===== config.mk =====
export PLATFORM = sky130hd
export DESIGN_NAME = par_serial_tx
export DESIGN_NICKNAME = d
export VERILOG_FILES = /design/src/rtl/phy_pkg.sv /design/src/rtl/par_serial_fifo.sv /design/src/rtl/par_serial_tx.sv
export SDC_FILE = /design/constraint.sdc
export NUM_CORES = 1
export LEC_CHECK = 0
export BUFFER_PORTS_ARGS = -buffer_cell sky130_fd_sc_hd__buf_2
export CORE_UTILIZATION = 41
export DETAILED_ROUTE_END_ITERATION = 16
export PLACE_DENSITY = 0.63
export RECOVER_POWER = 50
export SLEW_MARGIN = 20
export SYNTH_ARGS = -nofsm -noshare
export SYNTH_HDL_FRONTEND = slang
export SYNTH_SLANG_ARGS = --single-unit

===== constraint.sdc =====
create_clock -name clk_32f -period 4.1 [get_ports clk_32f]
set_input_delay 0.205 -clock clk_32f [delete_from_list [all_inputs] [get_ports clk_32f]]
set_output_delay 0.205 -clock clk_32f [all_outputs]
set_load 0.01 [all_outputs]

===== src/rtl/phy_pkg.sv =====
// -----------------------------------------------------------------------------
// phy_pkg
// Shared constants for the PHY transmit path.
//   WIDTH     : byte width carried by the lane mux and serializer
//   IDLE_BYTE : idle/comma byte sent whenever no data byte is buffered
//   FRAME_LEN : serial clocks per transmitted byte
// -----------------------------------------------------------------------------
package phy_pkg;

    localparam int         WIDTH     = 8;
    localparam logic [7:0] IDLE_BYTE = 8'hBC;
    localparam int         FRAME_LEN = WIDTH;

endpackage


===== src/rtl/par_serial_fifo.sv =====
// -----------------------------------------------------------------------------
// par_serial_fifo
// Small synchronous FIFO that decouples the byte-lane mux from the serializer.
// Ports:
//   clk_32f  : bit clock
//   reset    : asynchronous active-high reset, empties the buffer
//   i_data   : byte to write
//   i_push   : write request (ignored while full)
//   i_pop    : read request (ignored while empty)
//   o_data   : head entry, valid whenever o_empty is low
//   o_full   : occupancy == DEPTH
//   o_empty  : occupancy == 0
// -----------------------------------------------------------------------------
module par_serial_fifo
    import phy_pkg::*;
#(
    parameter int WIDTH = phy_pkg::WIDTH,
    parameter int DEPTH = 2
) (
    input  logic             clk_32f,
    input  logic             reset,
    input  logic [WIDTH-1:0] i_data,
    input  logic             i_push,
    input  logic             i_pop,
    output logic [WIDTH-1:0] o_data,
    output logic             o_full,
    output logic             o_empty
);

    localparam int            AW       = (DEPTH > 1) ? $clog2(DEPTH) : 1;
    localparam logic [AW:0]   FULL_CNT = (AW + 1)'(DEPTH);

    logic [WIDTH-1:0] r_mem [DEPTH];
    logic [AW-1:0]    r_wr_ptr;
    logic [AW-1:0]    r_rd_ptr;
    logic [AW:0]      r_count;

    logic w_do_push;
    logic w_do_pop;

    assign o_full    = (r_count == FULL_CNT);
    assign o_empty   = (r_count == '0);
    assign w_do_push = i_push && !o_full;
    assign w_do_pop  = i_pop && !o_empty;
    assign o_data    = r_mem[r_rd_ptr];

    // Pointers wrap naturally because DEPTH is a power of two.
    always_ff @(posedge clk_32f or posedge reset) begin
        if (reset) begin
            r_wr_ptr <= '0;
            r_rd_ptr <= '0;
            r_count  <= '0;
        end else begin
            if (w_do_push) r_wr_ptr <= r_wr_ptr + 1'b1;
            if (w_do_pop)  r_rd_ptr <= r_rd_ptr + 1'b1;
            case ({w_do_push, w_do_pop})
                2'b10:   r_count <= r_count + 1'b1;
                2'b01:   r_count <= r_count - 1'b1;
                default: r_count <= r_count;
            endcase
        end
    end

    // Storage needs no reset: an empty count makes stale entries unreachable.
    always_ff @(posedge clk_32f) begin
        if (w_do_push) r_mem[r_wr_ptr] <= i_data;
    end

endmodule


===== src/rtl/par_serial_tx.sv =====
// -----------------------------------------------------------------------------
// par_serial_tx
// Parallel-to-serial transmit stage. Bytes from the upstream mux are buffered
// and shifted out MSB-first, one bit per clock, in back-to-back WIDTH-bit
// frames. An empty buffer at a frame boundary sends IDLE_BYTE instead.
// Ports:
//   clk_32f     : bit clock, rising edge
//   reset       : asynchronous active-high reset
//   data_in     : byte from the upstream mux
//   valid_in    : data_in valid; accepted on an edge where ready_out is high
//   ready_out   : buffer not full (combinational from occupancy)
//   serial_out  : serial bit, MSB of the shift register
//   frame_start : high during the MSB of every frame
//   data_flag   : high for the whole frame when it carries a buffered byte
// -----------------------------------------------------------------------------
module par_serial_tx
    import phy_pkg::*;
#(
    parameter int               WIDTH     = phy_pkg::WIDTH,
    parameter logic [WIDTH-1:0] IDLE_BYTE = WIDTH'(phy_pkg::IDLE_BYTE),
    parameter int               DEPTH     = 2
) (
    input  logic             clk_32f,
    input  logic             reset,
    input  logic [WIDTH-1:0] data_in,
    input  logic             valid_in,
    output logic             ready_out,
    output logic             serial_out,
    output logic             frame_start,
    output logic             data_flag
);

    localparam int            CW       = (WIDTH > 1) ? $clog2(WIDTH) : 1;
    localparam logic [CW-1:0] LAST_BIT = CW'(WIDTH - 1);

    logic [CW-1:0]    r_bit_cnt;
    logic [WIDTH-1:0] r_shift;
    logic             r_frame_start;
    logic             r_data_flag;

    logic             w_load;
    logic             w_push;
    logic             w_pop;
    logic             w_full;
    logic             w_empty;
    logic [WIDTH-1:0] w_head;

    // Reset leaves the counter at LAST_BIT so the first edge after release
    // is a load edge.
    assign w_load = (r_bit_cnt == LAST_BIT);
    assign w_push = valid_in && !w_full;
    // Pop is decided from pre-edge occupancy, so a byte pushed on a load edge
    // into an empty buffer is not bypassed; it waits for the next frame.
    assign w_pop  = w_load && !w_empty;

    par_serial_fifo #(
        .WIDTH (WIDTH),
        .DEPTH (DEPTH)
    ) u_fifo (
        .clk_32f (clk_32f),
        .reset   (reset),
        .i_data  (data_in),
        .i_push  (w_push),
        .i_pop   (w_pop),
        .o_data  (w_head),
        .o_full  (w_full),
        .o_empty (w_empty)
    );

    always_ff @(posedge clk_32f or posedge reset) begin
        if (reset) begin
            r_bit_cnt     <= LAST_BIT;
            r_shift       <= '0;
            r_frame_start <= 1'b0;
            r_data_flag   <= 1'b0;
        end else if (w_load) begin
            r_shift       <= w_empty ? IDLE_BYTE : w_head;
            r_data_flag   <= !w_empty;
            r_bit_cnt     <= '0;
            r_frame_start <= 1'b1;
        end else begin
            r_shift       <= {r_shift[WIDTH-2:0], 1'b0};
            r_bit_cnt     <= r_bit_cnt + 1'b1;
            r_frame_start <= 1'b0;
        end
    end

    // ready_out falls while full; a pop on that edge reopens it next cycle.
    assign ready_out   = !w_full;
    assign serial_out  = r_shift[WIDTH-1];
    assign frame_start = r_frame_start;
    assign data_flag   = r_data_flag;

endmodule


## Word-level counts from Yosys, hierarchy flattened

Memories as Yosys holds them, arrays and structs flattened.
Cells that the tools add are included.

- Bits in registers: 17
- Memory bits (writable): 16
- Input bits: 11
- Output and inout bits: 4
- Memories: 1

Memory list:

| memory | depth | bits a word | read ports | clocked after Yosys merged registers in | write ports | RTL line | source |
|---|---|---|---|---|---|---|---|
| u_fifo.r_mem | 2 | 8 | 1 | 0 | 1 | par_serial_fifo.sv:33 | `logic [WIDTH-1:0] r_mem [DEPTH];` |

- $add $sub $neg: 5
- Equality and inequality tests: 4
- Mux-type cells: 7
- Reductions and logical operators: 8

Operators by type and width:

| kind | number |
|---|---|
| 8-bit two-way mux | 2 |
| 2-bit equality test (second input constant) | 2 |
| 1-bit logical AND | 4 |
| 2-bit case mux with 2 select lines | 1 |
| 3-bit by 1-bit adder with 3-bit output (second input constant) | 1 |
| 3-bit equality test (second input constant) | 1 |
| 1-bit two-way mux | 3 |
| 3-bit two-way mux | 1 |
| 1-bit adder (second input constant) | 2 |
| 2-bit by 1-bit adder with 2-bit output (second input constant) | 1 |
| 2-bit by 1-bit equality test with 1-bit output (second input constant) | 1 |
| 1-bit logical NOT | 2 |
| 2-bit logical NOT | 1 |
| 2-bit nonzero test | 1 |
| 2-bit by 1-bit subtractor with 2-bit output (second input constant) | 1 |

## Longest topological paths before layout

Gate-level depths: netlist of the first run.

- Depth after elaboration: 6
- Depth in mapped cells: 9

## Hierarchy

A second synthesis of the first run with hierarchy kept.

- Cells, all modules: 80
- Area, all modules: 1282.5 sq um

Modules (own cells, without submodules):

| module | times used | cells each | area each (sq um) | seq. area each (sq um) |
|---|---|---|---|---|
| par_serial_fifo | 1 | 44 | 778.2 | 580.6 |
| par_serial_tx | 1 | 36 | 504.2 | 329.1 |

## Worst setup path after synthesis of the first run

Ideal clock, no wire load.

- Kind: register to register
- Start: reg r_bit_cnt[0]
- End: reg u_fifo.r_count[1]
- Setup time: 79 ps
- Arrival time: 1682 ps
- Slack: 2338 ps
- Stages on the path, launching flop included: 9
- Buffers on the path: 1
- Path through: dfstp_2 > ha_1 > ha_1 > buf_2 > o21ai_2 > inv_2 > ha_1 > nor2_1 > xor2_1

- Word-level cells in the longest chain between the ends: 5

RTL lines:

| item | RTL line | source |
|---|---|---|
| start, declared | par_serial_tx.sv:36 | `logic [CW-1:0] r_bit_cnt;` |
| start signal, assigned | par_serial_tx.sv:83 | `r_bit_cnt <= r_bit_cnt + 1'b1;` |
| 3-bit equality test * | par_serial_tx.sv:50 | `assign w_load = (r_bit_cnt == LAST_BIT);` |
| via w_load | par_serial_tx.sv:41 | `logic w_load;` |
| 1-bit logical AND * | par_serial_tx.sv:54 | `assign w_pop = w_load && !w_empty;` |
| 1-bit logical AND * | par_serial_fifo.sv:44 | `assign w_do_pop = i_pop && !o_empty;` |
| via u_fifo.w_do_pop | par_serial_fifo.sv:39 | `logic w_do_pop;` |
| 2-bit by 1-bit equality test with 1-bit output / 2-bit equality test (equally long branches) | par_serial_fifo.sv:56 | `case ({w_do_push, w_do_pop})` |
| 2-bit case mux with 2 select lines / 2-bit nonzero test (equally long branches) | -- |  |
| end signal, assigned | par_serial_fifo.sv:57 | `2'b10: r_count <= r_count + 1'b1;` |
| end signal, assigned | par_serial_fifo.sv:58 | `2'b01: r_count <= r_count - 1'b1;` |
| end signal, assigned | par_serial_fifo.sv:59 | `default: r_count <= r_count;` |
| end, declared | par_serial_fifo.sv:36 | `logic [AW:0] r_count;` |

The timed path passes the listed nets; every way through them passes the cells marked *.
A chain may end at the register's enable or synchronous reset.

## Worst setup path in the final report of the first run

Same ends and word-level chain as after synthesis.

==> results of run 1 <==
## final cells by class
cell class	instances	area share [%]
multi-input cells	37	19.30
clock buffers	6	3.033
inverters	5	1.379
well taps	31	2.849
flip-flops and latches	33	66.82
repair buffers	15	5.882
clock inverters	2	0.7353
## metal layers
metal / global-route usage (%) / vias to the layer above / share of wire, %
met2: 15.65 / 17 / 46
met3: 5.116 / 9 / 4.5
met1: 14.15 / 302 / 45
met4: 12.20 / 0 / 4.5
met5: 0 / - / 0
li1: - / 306 / -
## worst paths after layout
path                                    from                  to  slack, ps  cells after the start
worst max-delay path            r_bit_cnt[0]   u_fifo.r_count[1]       2060                      7
worst min-delay path              data_in[6]  u_fifo.r_mem[1][6]         60                      1
worst max register to register  r_bit_cnt[0]   u_fifo.r_count[1]       2060                      7
worst min register to register    r_shift[4]          r_shift[5]        500                      2
max in group asynchronous              reset   u_fifo.r_count[0]       3220                      3
min in group asynchronous              reset          r_shift[7]        480                      3
## cells by family (layout without fill, tap and decap cells)
| group | after synthesis | in the layout | synth area share (%) |
|---|---|---|---|
| AND/OR/NAND/NOR | 12 | 12 | 4.167 |
| XOR/XNOR | 5 | 5 | 3.646 |
| buffers and inverters | 7 | 28 | 2.395 |
| flip-flops | 33 | 33 | 75.73 |
| AO/OA/AOI/OAI | 9 | 9 | 4.270 |
| adder cells (fa/ha/maj) | 3 | 3 | 3.125 |
| multiplexers | 8 | 8 | 6.667 |
## stage by stage
| step | utilization (%) | setup slack (ps) | hold slack, ps | power [mW] |
|---|---|---|---|---|
| floorplan | - | 2338 | 128.9 | 0.6259 |
| global placement | 47.14 | 2178 | 292.8 | 0.6791 |
| detailed placement | 47.14 | 2043 | 306.2 | 0.6801 |
| CTS | 49.36 | 2027 | 46.36 | 0.8463 |
| global route | 49.36 | 1920 | 32.11 | 0.8878 |
| finish | 49.36 | 2061 | 64.56 | 0.8327 |
## worst max-delay path: stages, from the launching register on
cell and delay, ps:
dfstp_1 550, ha_1 150, ha_1 380, o21ai_2 180, inv_2 150, ha_1 260, nor2_1 140, xor2_1 150
## synthesized netlist by cell type
library cell	number	area [um2]
inv_2	1	3.750
dfrtp_1	14	350.3
inv_1	4	15.01
o21ai_1	1	5.000
and3_1	1	6.260
xor2_1	1	8.760
buf_2	2	10.01
o21ai_2	1	8.760
nand2_1	1	3.750
nand2b_1	1	6.260
xnor2_1	4	35.03
nor2_1	9	33.78
mux2i_1	8	80.08
o22ai_1	2	12.51
a21oi_1	5	25.02
ha_1	3	37.54
dfstp_2	3	78.83
edfxtp_1	16	480.5
## registers in the layout, summed over array words and instances, names as in the netlist
name / cells
frame_start: 1
u_fifo.r_mem: 16
r_shift: 8
data_flag: 1
u_fifo.r_wr_ptr: 1
u_fifo.r_rd_ptr: 1
r_bit_cnt: 3
u_fifo.r_count: 2
## what timing repair did
item	CTS	global route
hold buffers	1	0
endpoints found under the hold margin	14	0
gates resized for setup	0	0
## power by group through the flow
stage	registers [mW]	logic (mW)	clock network [mW]
2_1_floorplan	0.487	0.139	0
5_1_grt	0.515	0.187	0.186
6_report	0.503	0.165	0.165
3_5_place_dp	0.512	0.169	0
4_1_cts	0.504	0.171	0.172
3_3_place_gp	0.510	0.169	0
==> impl_metrics.csv, run 1 <==
group,metric,value,unit
power_and_ir_drop,internal_power,0.5926,mW
placed_design,hpwlAfterDp,1.079,mm
placed_design,dp.cells,120,
sta,setup_viol,0,
floorplan,io_pins,15,
drt,ant_nets,0,
floorplan,die_y,56.13,um
hold_path,hold_class,"in2reg",
placed_design,place_congestion,0.7840,
layout,fillers,234,
floorplan,rows,19,
sta,final-hold-violation-count,0,
clock_network,cts.path.max_buffers,2,
grt,grt_pass1_vias,608,
synthesis,yosys_warnings,0,
sta,clock_skew,7.793,ps
clock_network,ctsRootBufferMaster,"clkbuf_4",
floorplan,start_util,43.56,%
power_and_ir_drop,clkPwrFrac,19.8,%
floorplan,core,2758,um2
synthesis,synth_area,1201,um2
floorplan,die_x,56.13,um
drt,vias,634,
worst_setup_path,cp_data_arrival_time,2290,ps
layout,final_common_cell,"edfxtp_1",
synthesis,yosysUniqueCellTypes,18,
drt,first_pass_iters,4,
sta,tightest_slew,675.0,ps
sta,fin_crit,2039,ps
power_and_ir_drop,p_seq_share,60.4,%
placed_design,place_area,1300,um2
grt,track_usage,11.97,%
synthesis,ys_seq_area_share,75.73,%
clock_network,clock_latency,320,ps
worst_setup_path,start_kind,"flip-flop",
worst_setup_path,cp.required,4350,ps
layout,stdcell_count,129,
grt,grt_remaining_overflow,0,
clock_network,cts_made_buffers,5,
power_and_ir_drop,ir_drop,0.3724,mV
power_and_ir_drop,power_frac_comb,19.9,%
drt,drt_iter0_drc,12,
drt,finalWirelength,1.586,mm
flow_run,max_cap_viol_count,0,
clock_network,cts_setup_buffers,0,
sta,maxSlewViolCount,0,
sta,rsz0062_at_grt,"false",
drt,drcViolationCount,0,
power_and_ir_drop,p_leak,0.5965,nW
synthesis,synthCells,77,
layout,final_cell_mix,"edfxtp_1, dfrtp_1, buf_2",
layout,area_delta_synth_final,13.33,%
sta,relSlewSlack,54.83,%
power_and_ir_drop,p_per_area,611.7,nW/um2
clock_network,cts.sinks,33,
layout,fin_area,1361,um2
placed_design,port_buffers,14,
worst_setup_path,path_max_fanout,11,
grt,grt_start_max_net_pins,18,
grt,antenna_found_initial,0,
layout,antenna_cells,0,
sta,finalSetupTns,0,ps
power_and_ir_drop,switching_share,28.84,%
layout,multiInputGateArea,262.8,um2
clock_network,htree_levels,2,
drt,vias_per_cell,4.915,
clock_network,clkTransAtPathRegs,100,ps
worst_setup_path,end_kind,"flip-flop",
floorplan,dieArea,3150,um2
clock_network,cts_tree,"yes",
layout,seq_area,909.6,um2
layout,layout-drive-gt1-share,25.51,%
run_status,status,"complete, no violations",
synthesis,synth-seq-cells,33,
grt,grt_first_pass_wirelength,2.594,mm
drt,wire_per_inst,12.29,um
synthesis,syn_avg_cell_area,15.60,um2
layout,fin_nets,111,
sta,clock.fmax,0.4904,GHz
power_and_ir_drop,p_switching,0.2401,mW
worst_setup_path,path_class,"reg2reg",
synthesis,synth_nets,91,
sta,finalCritPeriodShare,49.73,%
Power figures use the tool's default switching activity.
==> run 2: changes to the inputs <==
--- a/config.mk
+++ b/config.mk
@@ -5,10 +5,11 @@
 export SDC_FILE = /design/constraint.sdc
 export NUM_CORES = 1
 export LEC_CHECK = 0
+export ABC_AREA = 1
 export BUFFER_PORTS_ARGS = -buffer_cell sky130_fd_sc_hd__buf_2
 export CORE_UTILIZATION = 41
 export DETAILED_ROUTE_END_ITERATION = 16
-export PLACE_DENSITY = 0.63
+export PLACE_DENSITY = 0.65
 export RECOVER_POWER = 50
 export SLEW_MARGIN = 20
 export SYNTH_ARGS = -nofsm -noshare
==> constraint.sdc (replaced) <==
create_clock -name clk_32f -period 1.74 [get_ports clk_32f]
set_input_delay 0.087 -clock clk_32f [delete_from_list [all_inputs] [get_ports clk_32f]]
set_output_delay 0.087 -clock clk_32f [all_outputs]
set_load 0.01 [all_outputs]
==> impl_metrics.csv, run 2 <==
group,metric,value,unit
worst_setup_path,path_class,"reg2reg",
power_and_ir_drop,switching_share,32.14,%
drt,drcViolationCount,0,
worst_setup_path,start_kind,"flip-flop",
floorplan,dieArea,3416,um2
grt,grt_remaining_overflow,0,
synthesis,syn_avg_cell_area,11.46,um2
floorplan,rows,20,
run_status,status,"complete, no violations",
drt,vias_per_cell,4.226,
grt,antenna_found_initial,0,
clock_network,clock_latency,340,ps
power_and_ir_drop,ir_drop,0.5533,mV
sta,tightest_slew,641.0,ps
synthesis,synth_common_cells,"nand2_1, nor2_1, edfxtp_1, dfrtp_1, inv_1",
drt,first_pass_iters,4,
synthesis,synth_nets,128,
grt,grt_first_pass_wirelength,3.519,mm
sta,maxSlewViolCount,0,
placed_design,place_congestion,0.6910,
synthesis,yosys.area.top_type,"edfxtp_1",
drt,wire_per_inst,10.14,um
synthesis,synthArstFlopShare,51.52,%
sta,final-hold-violation-count,0,
floorplan,core,3028,um2
grt,grt_start_max_net_pins,18,
grt,track_usage,14.76,%
clock_network,cts_made_buffers,5,
clock_network,ctsRootBufferMaster,"clkbuf_4",
floorplan,io_pins,15,
drt,ant_nets,0,
worst_setup_path,cp_data_arrival_time,1850,ps
floorplan,die_x,58.45,um
layout,antenna_cells,0,
sta,clock_skew,17.78,ps
synthesis,netlist.area_leader.share,36.78,%
power_and_ir_drop,power_frac_comb,23.4,%
sta,finalCritPeriodShare,93.70,%
layout,regMostFlops,"u_fifo.r_mem",
worst_setup_path,r2r_slack,110,ps
synthesis,yosys_warnings,0,
sta,finalHoldWorstSlack,65.38,ps
sta,relSlewSlack,57.22,%
floorplan,start_util,43.14,%
placed_design,port_buffers,14,
flow_run,max_cap_viol_count,0,
drt,drt_iter0_drc,11,
synthesis,synth_area,1306,um2
sta,rsz0062_at_grt,"false",
hold_path,hold_class,"in2reg",
synthesis,ys_top_cells_by_area,"edfxtp_1, dfrtp_1, nand2_1, dfstp_2, nor2_1",
power_and_ir_drop,internal_power,1.446,mW
synthesis,synth-seq-cells,33,
clock_network,cts_tree,"yes",
placed_design,dp.cells,173,
sta,fin_crit,1630,ps
sta,setup_ws,109.6,ps
layout,largest_reg_flops,16,
clock_network,cts.path.max_buffers,2,
power_and_ir_drop,p_seq_share,55.9,%
worst_setup_path,cp.required,1950,ps
power_and_ir_drop,p_leak,0.7245,nW
drt,vias,803,
layout,area_delta_synth_final,21.94,%
synthesis,synth_edf_count,16,
layout,stdcell_count,190,
clock_network,clkTransAtPathRegs,90,ps
floorplan,die_y,58.45,um
grt,grt_pass1_vias,808,
worst_setup_path,path_max_fanout,5,
placed_design,hpwlAfterDp,1.349,mm
layout,final_common_cell,"nand2_1",
power_and_ir_drop,p_switching,0.6852,mW
clock_network,cts.sinks,33,
worst_setup_path,end_kind,"flip-flop",
layout,seq_area,909.6,um2
layout,final_cell_mix,"nand2_1, nor2_1, edfxtp_1",
synthesis,yosysMostFrequentCell,"nand2_1",
synthesis,synth-main-ff-cell,"edfxtp_1",
synthesis,ys_seq_area_share,69.64,%
layout,reg_top3,"u_fifo.r_mem (16), r_shift (8), r_bit_cnt (3)",
sta,clock.fmax,0.6134,GHz
layout,fillers,265,
power_and_ir_drop,clkPwrFrac,20.7,%
layout,multiInputGateArea,345.3,um2
synthesis,synthCells,114,
placed_design,pre_cts_slack,77.50,ps
layout,layout-drive-gt1-share,21.23,%
synthesis,yosysUniqueCellTypes,19,
sta,finalSetupTns,0,ps
clock_network,htree_levels,2,
sta,setup_viol,0,
power_and_ir_drop,p_per_area,1338,nW/um2
layout,fin_nets,159,
drt,finalWirelength,1.927,mm
-- run 2: changes by cell type in the layout (fill, tap and decap cells not counted), moves of 5 or more --
cell / previous run / this run
buf_2: 14 / 9
clkbuf_1: 1 / 7
dlygate4sd3_1: 1 / 9
mux2i_1: 8 / 0
nand2_1: 1 / 40
nor2_1: 9 / 18
-- run 2: metal layers --
layer,up-vias,part of all wire [%],track usage [%]
met4,0,1.8,8.163
met2,18,47,22.50
met1,357,46,17.53
met3,6,5.3,6.593
met5,-,0,0
li1,422,-,-
-- run 2: cell families after synthesis --
logic type                 after synthesis  share of synthesized area (%)
DFF                                     33                          69.64
AOI/OAI and AO/OA                        2                          1.628
buffers and inverters                   12                          5.076
xor gates and xnor gates                 1                         0.6706
and+or+nand+nor                         63                          20.11
adders and majority gates                3                          2.874
-- run 2: repair_timing --
action	CTS	global route
gates resized for setup	0	4
hold buffers	9	0
endpoints found under the hold margin	30	0
endpoints found under the setup margin	0	1
buffers inserted	0	0
-- run 2: worst max-delay path, cell delays in order, from the launching register on --
cell	delay [ps]
dfstp_2	550
ha_2	180
ha_4	140
o21ai_4	60
inv_4	70
ha_1	260
inv_2	70
nand3_1	70
nand2_1	60
nand2_1	60
-- run 2: path summary, 6_finish.rpt --
check,depth (start not counted),startpoint,endpoint
max in group asynchronous,3,reset,u_fifo.r_count[1]
min in group asynchronous,3,reset,r_shift[5]
max reg2reg,9,r_bit_cnt[0],u_fifo.r_count[1]
max,9,r_bit_cnt[0],u_fifo.r_count[1]
min,3,valid_in,u_fifo.r_wr_ptr
min reg2reg,2,r_shift[0],r_shift[1]
-- run 2: stage by stage --
| step | cell area (um2) | util [%] | total power, mW |
|---|---|---|---|
| 2_1_floorplan | 1306 | - | 1.576 |
| 3_3_place_gp | 1435 | 47.40 | 1.676 |
| 3_5_place_dp | 1435 | 47.40 | 1.701 |
| 4_1_cts | 1584 | 52.31 | 2.152 |
| 5_1_grt | 1593 | 52.60 | 2.294 |
| 6_report | 1593 | 52.60 | 2.132 |
-- run 2: area by class of cell --
type                       count  share of cell area, %
clock buffer                   8                  3.692
multi-input combinational     69                  21.68
inverter                      10                  2.985
sequential                    33                  57.11
timing repair buffer          26                  11.08
tap                           44                  3.456
-- run 2: power by group through the flow --
stage          logic (mW)  registers, mW  clock network [mW]
3_5_place_dp        0.488           1.21                   0
3_3_place_gp        0.471           1.20                   0
5_1_grt             0.581           1.22               0.490
6_report            0.498           1.19               0.441
4_1_cts             0.505           1.20               0.449
2_1_floorplan       0.416           1.16                   0
